File: config.mk
export PLATFORM = sky130hd
export DESIGN_NAME = mxv_lane_scheduler_flat
export DESIGN_NICKNAME = d
export VERILOG_FILES = /design/src/rtl/mxv_lane_scheduler_if.sv /design/src/rtl/mxv_lane_scheduler.sv /design/src/flat_wrapper.sv
export SDC_FILE = /design/constraint.sdc
export NUM_CORES = 1
export LEC_CHECK = 0
export ABC_AREA = 1
export BUFFER_PORTS_ARGS = -buffer_cell sky130_fd_sc_hd__buf_2
export CAP_MARGIN = 0
export CORE_MARGIN = 3
export CORE_UTILIZATION = 48
export DETAILED_ROUTE_END_ITERATION = 8
export PLACE_DENSITY_LB_ADDON = 0.3
export RECOVER_POWER = 25
export SLEW_MARGIN = 20
export SYNTH_ARGS = -nofsm -noshare
export SYNTH_HDL_FRONTEND = slang
export SYNTH_SLANG_ARGS = --single-unit
File: constraint.sdc
create_clock -name clk -period 3 [get_ports clk]
set_clock_uncertainty 0.15 [all_clocks]
set_input_delay 0.3 -clock clk [delete_from_list [all_inputs] [get_ports clk]]
set_output_delay 0.3 -clock clk [all_outputs]
set_load 0.01 [all_outputs]
File: src/rtl/mxv_lane_scheduler_if.sv
// Output handshake bundle for mxv_lane_scheduler.
//   out_valid    : out_data/out_row_idx hold a complete group
//   out_ready    : consumer accepts the current group
//   out_data     : packed lane results, lane k in [(k+1)*ELEM_W-1 -: ELEM_W]
//   out_row_idx  : row index of lane 0 in out_data
// master = scheduler side, slave = consumer side.
interface mxv_lane_scheduler_if #(
   parameter int unsigned ELEM_W    = 32,
   parameter int unsigned NUM_LANES = 4,
   parameter int unsigned CNT_W     = 32
) ();
   logic                        out_valid;
   logic                        out_ready;
   logic [NUM_LANES*ELEM_W-1:0] out_data;
   logic [CNT_W-1:0]            out_row_idx;

   modport master (output out_valid, output out_data, output out_row_idx, input out_ready);
   modport slave  (input out_valid, input out_data, input out_row_idx, output out_ready);
endinterface

File: src/rtl/mxv_lane_scheduler.sv
// Matrix-by-vector lane scheduler. Walks total_rows in groups of NUM_LANES,
// requests operands per group, pulses the active lanes, collects their
// results and presents one packed word per group over a valid/ready port.
//
// Ports:
//   clk, reset (async, active low)
//   start            : level run enable, low aborts to IDLE
//   total_rows       : rows to process, sampled when leaving IDLE
//   no_of_multiples  : per-row pass count, sampled with total_rows
//   lane_multiples   : registered copy of sampled no_of_multiples
//   mem_fetch        : one-cycle operand request per group
//   mem_ready        : operands valid (observed in WAIT_MEM only)
//   lane_start       : one-cycle start pulse per active lane
//   lane_done        : per-lane completion pulse
//   lane_result      : per-lane result, lane k at [(k+1)*ELEM_W-1 -: ELEM_W]
//   out_if           : out_valid/out_ready/out_data/out_row_idx (master)
//   busy             : not in IDLE or DONE
//   finish           : all groups delivered (held while start=1)
//
// Optional build macro MXV_PROTOCOL_CHK_EN adds proto_err, a sticky flag for
// stray lane_done / mem_ready activity; cleared by reset or entering IDLE.
module mxv_lane_scheduler #(
   parameter int unsigned ELEM_W    = 32,
   parameter int unsigned NUM_LANES = 4,
   parameter int unsigned CNT_W     = 32
) (
   input  logic                        clk,
   input  logic                        reset,
   input  logic                        start,
   input  logic [CNT_W-1:0]            total_rows,
   input  logic [CNT_W-1:0]            no_of_multiples,
   output logic [CNT_W-1:0]            lane_multiples,
   output logic                        mem_fetch,
   input  logic                        mem_ready,
   output logic [NUM_LANES-1:0]        lane_start,
   input  logic [NUM_LANES-1:0]        lane_done,
   input  logic [NUM_LANES*ELEM_W-1:0] lane_result,
   mxv_lane_scheduler_if.master        out_if,
   output logic                        busy,
   output logic                        finish
`ifdef MXV_PROTOCOL_CHK_EN
   ,
   output logic                        proto_err
`endif
);

   localparam int unsigned CW1 = CNT_W + 1;

   typedef enum logic [2:0] {
      IDLE, FETCH, WAIT_MEM, ISSUE, RUN, DRAIN, DONE
   } state_t;

   state_t                      state, state_next;
   logic [CNT_W-1:0]            rows_q;
   logic [CNT_W-1:0]            row_base;
   logic [NUM_LANES-1:0]        act_mask;
   logic [NUM_LANES-1:0]        done_mask;
   logic [NUM_LANES*ELEM_W-1:0] cap;

   logic [CW1-1:0]              remaining;
   logic [CW1-1:0]              next_base;
   logic                        more_groups;
   logic [NUM_LANES-1:0]        act_comb;
   logic [NUM_LANES-1:0]        new_done;
   logic [NUM_LANES-1:0]        next_mask;
   logic                        out_valid;

   // Rows left from this group's base; lane k is active iff k < remaining.
   // Another group exists iff base+NUM_LANES < total_rows, which is the
   // g+1 < ceil(total_rows/NUM_LANES) test without a divider.
   assign remaining   = {1'b0, rows_q} - {1'b0, row_base};
   assign next_base   = {1'b0, row_base} + CW1'(NUM_LANES);
   assign more_groups = next_base < {1'b0, rows_q};

   always_comb begin
      act_comb = '0;
      for (int unsigned k = 0; k < NUM_LANES; k++) begin
         act_comb[k] = CW1'(k) < remaining;
      end
   end

   assign new_done  = lane_done & act_mask & ~done_mask;
   assign next_mask = done_mask | new_done;

   always_ff @(posedge clk or negedge reset) begin
      if (!reset) state <= IDLE;
      else        state <= state_next;
   end

   always_comb begin
      state_next = state;
      mem_fetch  = 1'b0;
      lane_start = '0;
      out_valid  = 1'b0;
      busy       = 1'b0;
      finish     = 1'b0;
      case (state)
         IDLE: begin
            if (start) state_next = (total_rows == '0) ? DONE : FETCH;
         end
         FETCH: begin
            busy       = 1'b1;
            mem_fetch  = 1'b1;
            state_next = WAIT_MEM;
         end
         WAIT_MEM: begin
            busy = 1'b1;
            if (mem_ready) state_next = ISSUE;
         end
         ISSUE: begin
            busy       = 1'b1;
            lane_start = act_comb;
            state_next = RUN;
         end
         RUN: begin
            busy = 1'b1;
            // Exit on the capturing edge so out_valid rises the next cycle.
            if (next_mask == act_mask) state_next = DRAIN;
         end
         DRAIN: begin
            busy      = 1'b1;
            out_valid = 1'b1;
            if (out_if.out_ready) state_next = more_groups ? FETCH : DONE;
         end
         DONE: begin
            finish = 1'b1;
         end
         default: state_next = IDLE;
      endcase
      if (!start) state_next = IDLE;
   end

   always_ff @(posedge clk or negedge reset) begin
      if (!reset) begin
         rows_q         <= '0;
         lane_multiples <= '0;
         row_base       <= '0;
         act_mask       <= '0;
         done_mask      <= '0;
         cap            <= '0;
      end else if (!start) begin
         // Abort: discard any partially captured group.
         row_base  <= '0;
         act_mask  <= '0;
         done_mask <= '0;
         cap       <= '0;
      end else begin
         case (state)
            IDLE: begin
               rows_q         <= total_rows;
               lane_multiples <= no_of_multiples;
               row_base       <= '0;
            end
            ISSUE: begin
               act_mask  <= act_comb;
               done_mask <= '0;
               cap       <= '0;
            end
            RUN: begin
               done_mask <= next_mask;
               for (int unsigned k = 0; k < NUM_LANES; k++) begin
                  if (new_done[k]) cap[k*ELEM_W +: ELEM_W] <= lane_result[k*ELEM_W +: ELEM_W];
               end
            end
            DRAIN: begin
               if (out_if.out_ready) row_base <= next_base[CNT_W-1:0];
            end
            default: ;
         endcase
      end
   end

   assign out_if.out_valid   = out_valid;
   assign out_if.out_data    = cap;
   assign out_if.out_row_idx = row_base;

`ifdef MXV_PROTOCOL_CHK_EN
   logic proto_evt;

   always_comb begin
      proto_evt = 1'b0;
      if (state == RUN) proto_evt = |(lane_done & ~(act_mask & ~done_mask));
      else              proto_evt = |lane_done;
      if (mem_ready && (state != WAIT_MEM)) proto_evt = 1'b1;
   end

   always_ff @(posedge clk or negedge reset) begin
      if (!reset)                                        proto_err <= 1'b0;
      else if ((state != IDLE) && (state_next == IDLE)) proto_err <= 1'b0;
      else if (proto_evt)                                proto_err <= 1'b1;
   end
`endif

endmodule

File: src/flat_wrapper.sv
// flat-port wrapper written by rule: the top's interface ports become plain ports
module mxv_lane_scheduler_flat 
#(
   parameter int unsigned ELEM_W    = 32,
   parameter int unsigned NUM_LANES = 4,
   parameter int unsigned CNT_W     = 32
)
  (clk, reset, start, total_rows, no_of_multiples, lane_multiples, mem_fetch, mem_ready, lane_start, lane_done, lane_result, busy, finish, out_if_out_valid, out_if_out_data, out_if_out_row_idx, out_if_out_ready);
  mxv_lane_scheduler_if #(.ELEM_W(ELEM_W), .NUM_LANES(NUM_LANES), .CNT_W(CNT_W)) out_if_i ();
  input  logic clk;
  input  logic reset;
  input  logic start;
  input  logic [CNT_W-1:0] total_rows;
  input  logic [CNT_W-1:0] no_of_multiples;
  output logic [CNT_W-1:0] lane_multiples;
  output logic mem_fetch;
  input  logic mem_ready;
  output logic [NUM_LANES-1:0] lane_start;
  input  logic [NUM_LANES-1:0] lane_done;
  input  logic [NUM_LANES*ELEM_W-1:0] lane_result;
  output logic busy;
  output logic finish;
  output wire logic [$bits(out_if_i.out_valid)-1:0] out_if_out_valid;
  output wire logic [$bits(out_if_i.out_data)-1:0] out_if_out_data;
  output wire logic [$bits(out_if_i.out_row_idx)-1:0] out_if_out_row_idx;
  input wire logic [$bits(out_if_i.out_ready)-1:0] out_if_out_ready;
  assign out_if_out_valid = out_if_i.out_valid;
  assign out_if_out_data = out_if_i.out_data;
  assign out_if_out_row_idx = out_if_i.out_row_idx;
  assign out_if_i.out_ready = out_if_out_ready;
  mxv_lane_scheduler #(.ELEM_W(ELEM_W), .NUM_LANES(NUM_LANES), .CNT_W(CNT_W)) u_core (.clk(clk), .reset(reset), .start(start), .total_rows(total_rows), .no_of_multiples(no_of_multiples), .lane_multiples(lane_multiples), .mem_fetch(mem_fetch), .mem_ready(mem_ready), .lane_start(lane_start), .lane_done(lane_done), .lane_result(lane_result), .out_if(out_if_i), .busy(busy), .finish(finish));
endmodule
==> flow_summary.ini <==
[setup_path]
regToRegEndpoint = u_core.state[1]$_DFFE_PN0P_
cp_common_cell = sky130_fd_sc_hd__nand2_1
timing.critical_path.required_ns = 2.55
critical_path.reg2reg.startpoint = u_core.out_if.out_row_idx[3]$_DFFE_PN0P_
cpPeakStageDelay_ns = 0.39
ff2ff_path_depth = 24
worstPathCellList = buf_6 > inv_4 > buf_6 > ha_4 > nand2_1 > nand2_1 > inv_2 > nand2_4 > nand2_2 > nand2_2 > nand2_2 > nand3_2 > nand2_1 > nand2_1 > nor2_1 > nand2_1 > nor2_4 > nand4_1 > nand2_2 > inv_2 > buf_6
timing.critical_path.from = u_core.out_if.out_row_idx[4]$_DFFE_PN0P_
worstSetupPathType = reg -> out
crit_path_start_kind = flip-flop
cp_slowest_cell = sky130_fd_sc_hd__dfrtp_1
crit_arrival_ns = 3.05
timing.critical_path.fanout_max = 5
end_kind = primary output
setup.reg_to_reg.worst_slack_ns = -0.48
cp-endpoint = lane_start[0]

[clocking]
cts-buffers-inserted = 26
cts.sink_count = 233
root_buffer = sky130_fd_sc_hd__clkbuf_16
clockBufferDepth = 3
clock_tree.htree_level_count = 1
cts.clk_slew.worst_paths_ns = 0.06
clock_tree_from_tritoncts = built
clock_latency_ns = 0.54

[synth]
ys_seq_elements = 233
postSynthCellCount = 1782
yosys_warnings = 0
seq_area_frac_synth_pct = 42.8
yosysUniqueCellTypes = 46
syn_area_um2 = 13600
post_synth.cell_area_avg_um2 = 7.64

[global_route]
wire_length_of_the_first_global_routing_pass_mm = 85.1
grt-ovfl-total = 0
track_usage_pct = 34.9
initial_antenna_violation_count = 4
grt_pass1_vias = 15900
grt_max_degree = 82

[timing]
final_max_slew_viol_count = 82
final_clock_period_utilization_by_the_worst_path_pct = 117
final.setup.worst_slack_ns = -0.498
max_slew.worst_pin.slew_ns = 2.10
clock.fmax_ghz = 0.286
rsz_0062_raised_after_global_routing = true
hold_viol_final = 0
setup-violations-final = 8
shortest_clock_period_the_worst_path_allows_after_layout_ns = 3.50
max_slew_margin_pct = -40.0
fin_worst_hold_slack_ns = 0.0317

[power]
power.leakage_nw = 11.1
seq_power_share_pct = 28.5
total_switching_power_mw = 5.73
power.share.clock_pct = 24.5
power.switching_fraction_pct = 40.1
power.share.combinational_pct = 47.0
power_per_cell_area_nw_per_um2 = 675
vdd_ir_drop_max_v = 0.000601
cell_internal_pwr_mw = 8.56

[placement]
dp.final_hpwl_mm = 36.7
place.gp.congestion = 0.939
buffer_ports.inserted = 398
dp_slack_ns = -0.460
placed_cell_area_um2 = 17100

[routing]
wirelength_met1_mm = 21.4
finalWirelength_mm = 55.6
via_count = 15700
drt_iter0_drc = 1396
wl_met2_mm = 26.3
top_layer = met5
detail_route.first_pass.iterations = 5
detail-route-antenna-nets = 0
drc_errors = 0
detailroute.wirelength.met3_mm = 4.38
wirelength_per_cell_um = 18.9
vias_per_cell = 5.35

[status]
violations_in_the_final_reports = capacitance limit, slew limit, setup timing
run_status = finished with violations

[die]
floorplan.io_pins = 401
floorplan.die.height_um = 174
rows = 61
die_area_um2 = 30400
core_area_um2 = 27900
floorplan.die.width_um = 174
initial_core_util_pct = 48.9

[job]
cap_viol_max_count = 1

[final_layout]
final_design_area_no_fill_um2 = 21200
final_nets = 2803
post_route_core_utilization_pct = 76.0
syn_to_layout_area_delta_pct = 55.3
drive_above_1_share_pct = 34.0

[worst_hold_path]
path_type_of_the_worst_min_delay_path = in -> reg
hold_path_startpoint = lane_result[91]
-- cell families (layout without fill, tap and decap cells) --
group,count (synthesis),in the layout,share of synthesized area [%]
mux,32,32,2.65
other cells,2,7,0.0551
compound gates,256,256,10.2
xor+xnor,31,31,1.99
flops,233,233,42.8
buf+inv,432,1206,12.2
fa+ha+maj,63,63,5.79
simple gates,733,733,24.4
-- flip-flops by register name, summed over array words and instances, names as in the netlist --
name / cells
u_core.rows_q: 32
u_core.out_if.out_data: 128
u_core.act_mask: 4
u_core.lane_multiples: 32
u_core.out_if.out_row_idx: 30
u_core.done_mask: 4
u_core.state: 3
-- how the worst min path moves through the flow --
| stage | slack, ns | depth (start not counted) | to |
|---|---|---|---|
| 6_report | 0.03 | 3 | u_core.out_if.out_data[91]$_DFFE_PN0P_ |
| 2_1_floorplan | -0.15 | 0 | u_core.act_mask[0]$_DFFE_PN0P_ |
| 5_1_grt | 0.04 | 3 | u_core.out_if.out_data[60]$_DFFE_PN0P_ |
| 3_3_place_gp | 0.20 | 1 | u_core.out_if.out_data[38]$_DFFE_PN0P_ |
| 3_5_place_dp | 0.20 | 1 | u_core.out_if.out_data[38]$_DFFE_PN0P_ |
| 4_1_cts | 0.0001 | 3 | u_core.out_if.out_data[60]$_DFFE_PN0P_ |
-- synth_stat cells (all sizes together) --
cell type	instances	area share, %
nand4	29	1.4
o211a	1	0.073
conb	2	0.055
nand3	182	6.8
nand3b	4	0.22
ha	63	5.8
buf	33	1.2
a31oi	2	0.092
nor2	129	4.2
and2	4	0.18
clkbuf	22	0.61
a21o	1	0.055
dfrtp	233	43
o22ai	22	1.0
or2	3	0.14
nor3b	1	0.055
o21bai	1	0.055
o221ai	1	0.064
nor3	18	0.83
clkinv	2	0.055
a21oi	75	3.1
o21ai	148	5.4
xnor2	2	0.13
nand2	351	9.8
nor4	11	0.55
or4	1	0.055
mux2	32	2.6
xor2	29	1.9
o41ai	1	0.064
o211ai	1	0.055
a211oi	3	0.17
inv	375	10
-- critical path: cells and delay by family, from the launching register on --
family / cells / cell delay (ns)
adder cells (fa/ha/maj): 1 / 0.21
buffers and inverters: 6 / 0.57
flip-flops: 1 / 0.39
AND/OR/NAND/NOR: 14 / 1.33
-- through the flow --
stage	setup TNS [ns]	cells	total power [mW]
floorplan	-0.470	1784	7.39
global placement	-1.68	2657	9.30
detailed placement	-2.05	2657	9.43
CTS	-3.08	2923	13.7
global route	-12.65	2939	15.1
finish	-3.51	2939	14.3
-- routing by layer --
metal | vias to the layer above | GRT usage, %
li1 | 7178 | -
met1 | 7435 | 44.2
met2 | 879 | 57.3
met5 | - | 0
met3 | 215 | 6.51
met4 | 2 | 17.9
-- placed cells by master, fill, tap and decap left out, types with 4 or more instances in the layout --
master                            n
sky130_fd_sc_hd__buf_2          396
sky130_fd_sc_hd__inv_1          350
sky130_fd_sc_hd__nand2_1        295
sky130_fd_sc_hd__dfrtp_1        233
sky130_fd_sc_hd__dlygate4sd3_1  196
sky130_fd_sc_hd__buf_4          167
sky130_fd_sc_hd__nand3_1        159
sky130_fd_sc_hd__o21ai_0        123
sky130_fd_sc_hd__nor2_1          88
sky130_fd_sc_hd__a21oi_1         59
sky130_fd_sc_hd__nand2_2         45
sky130_fd_sc_hd__mux2_2          32
sky130_fd_sc_hd__ha_1            32
sky130_fd_sc_hd__nand4_1         28
sky130_fd_sc_hd__ha_4            28
sky130_fd_sc_hd__xor2_1          27
sky130_fd_sc_hd__clkbuf_16       26
sky130_fd_sc_hd__o21ai_1         24
sky130_fd_sc_hd__nor2_2          23
sky130_fd_sc_hd__o22ai_1         22
sky130_fd_sc_hd__nand3_2         18
sky130_fd_sc_hd__inv_2           17
sky130_fd_sc_hd__nor2_4          17
sky130_fd_sc_hd__buf_6           13
sky130_fd_sc_hd__nor3_1          12
sky130_fd_sc_hd__nand2_4         11
sky130_fd_sc_hd__a21oi_2         11
sky130_fd_sc_hd__nor4_1          10
sky130_fd_sc_hd__inv_4            8
sky130_fd_sc_hd__clkinv_2         7
sky130_fd_sc_hd__nand3_4          5
sky130_fd_sc_hd__a21oi_4          5
sky130_fd_sc_hd__bufinv_16        5
sky130_fd_sc_hd__clkbuf_1         5
sky130_fd_sc_hd__buf_12           5
sky130_fd_sc_hd__nor3_2           4
sky130_fd_sc_hd__nand3b_1         4
sky130_fd_sc_hd__conb_1           4
-- power by group through the flow --
stage                     Combinational [mW]  Sequential [mW]  Clock (mW)
after floorplan                         3.29             4.10           0
after global placement                  5.31             3.99           0
after detailed placement                5.42             4.01           0
after CTS                               6.15             4.02        3.49
after global routing                    7.31             4.11        3.64
final                                   6.71             4.08        3.50
-- cell type report --
class                           count  area [um^2]
Multi-Input combinational cell   1119         7020
Sequential cell                   233         5830
Inverter                          377         1440
Clock buffer                       33          707
Antenna cell                        3         7.51
Timing Repair Buffer              782         5470
Fill cell                        1879         6700
Tap cell                          378          473
Clock inverter                     14          209
-- repair_timing --
item / in CTS / in global routing
endpoints found under the setup margin: 7 / 8
gates cloned: 0 / 0
hold endpoints to repair: 271 / 0
hold buffers: 196 / 0
buffers inserted: 23 / 14
gates resized for setup: 123 / 92
pin swaps: 29 / 60
(Power assumes the default switching activity.)
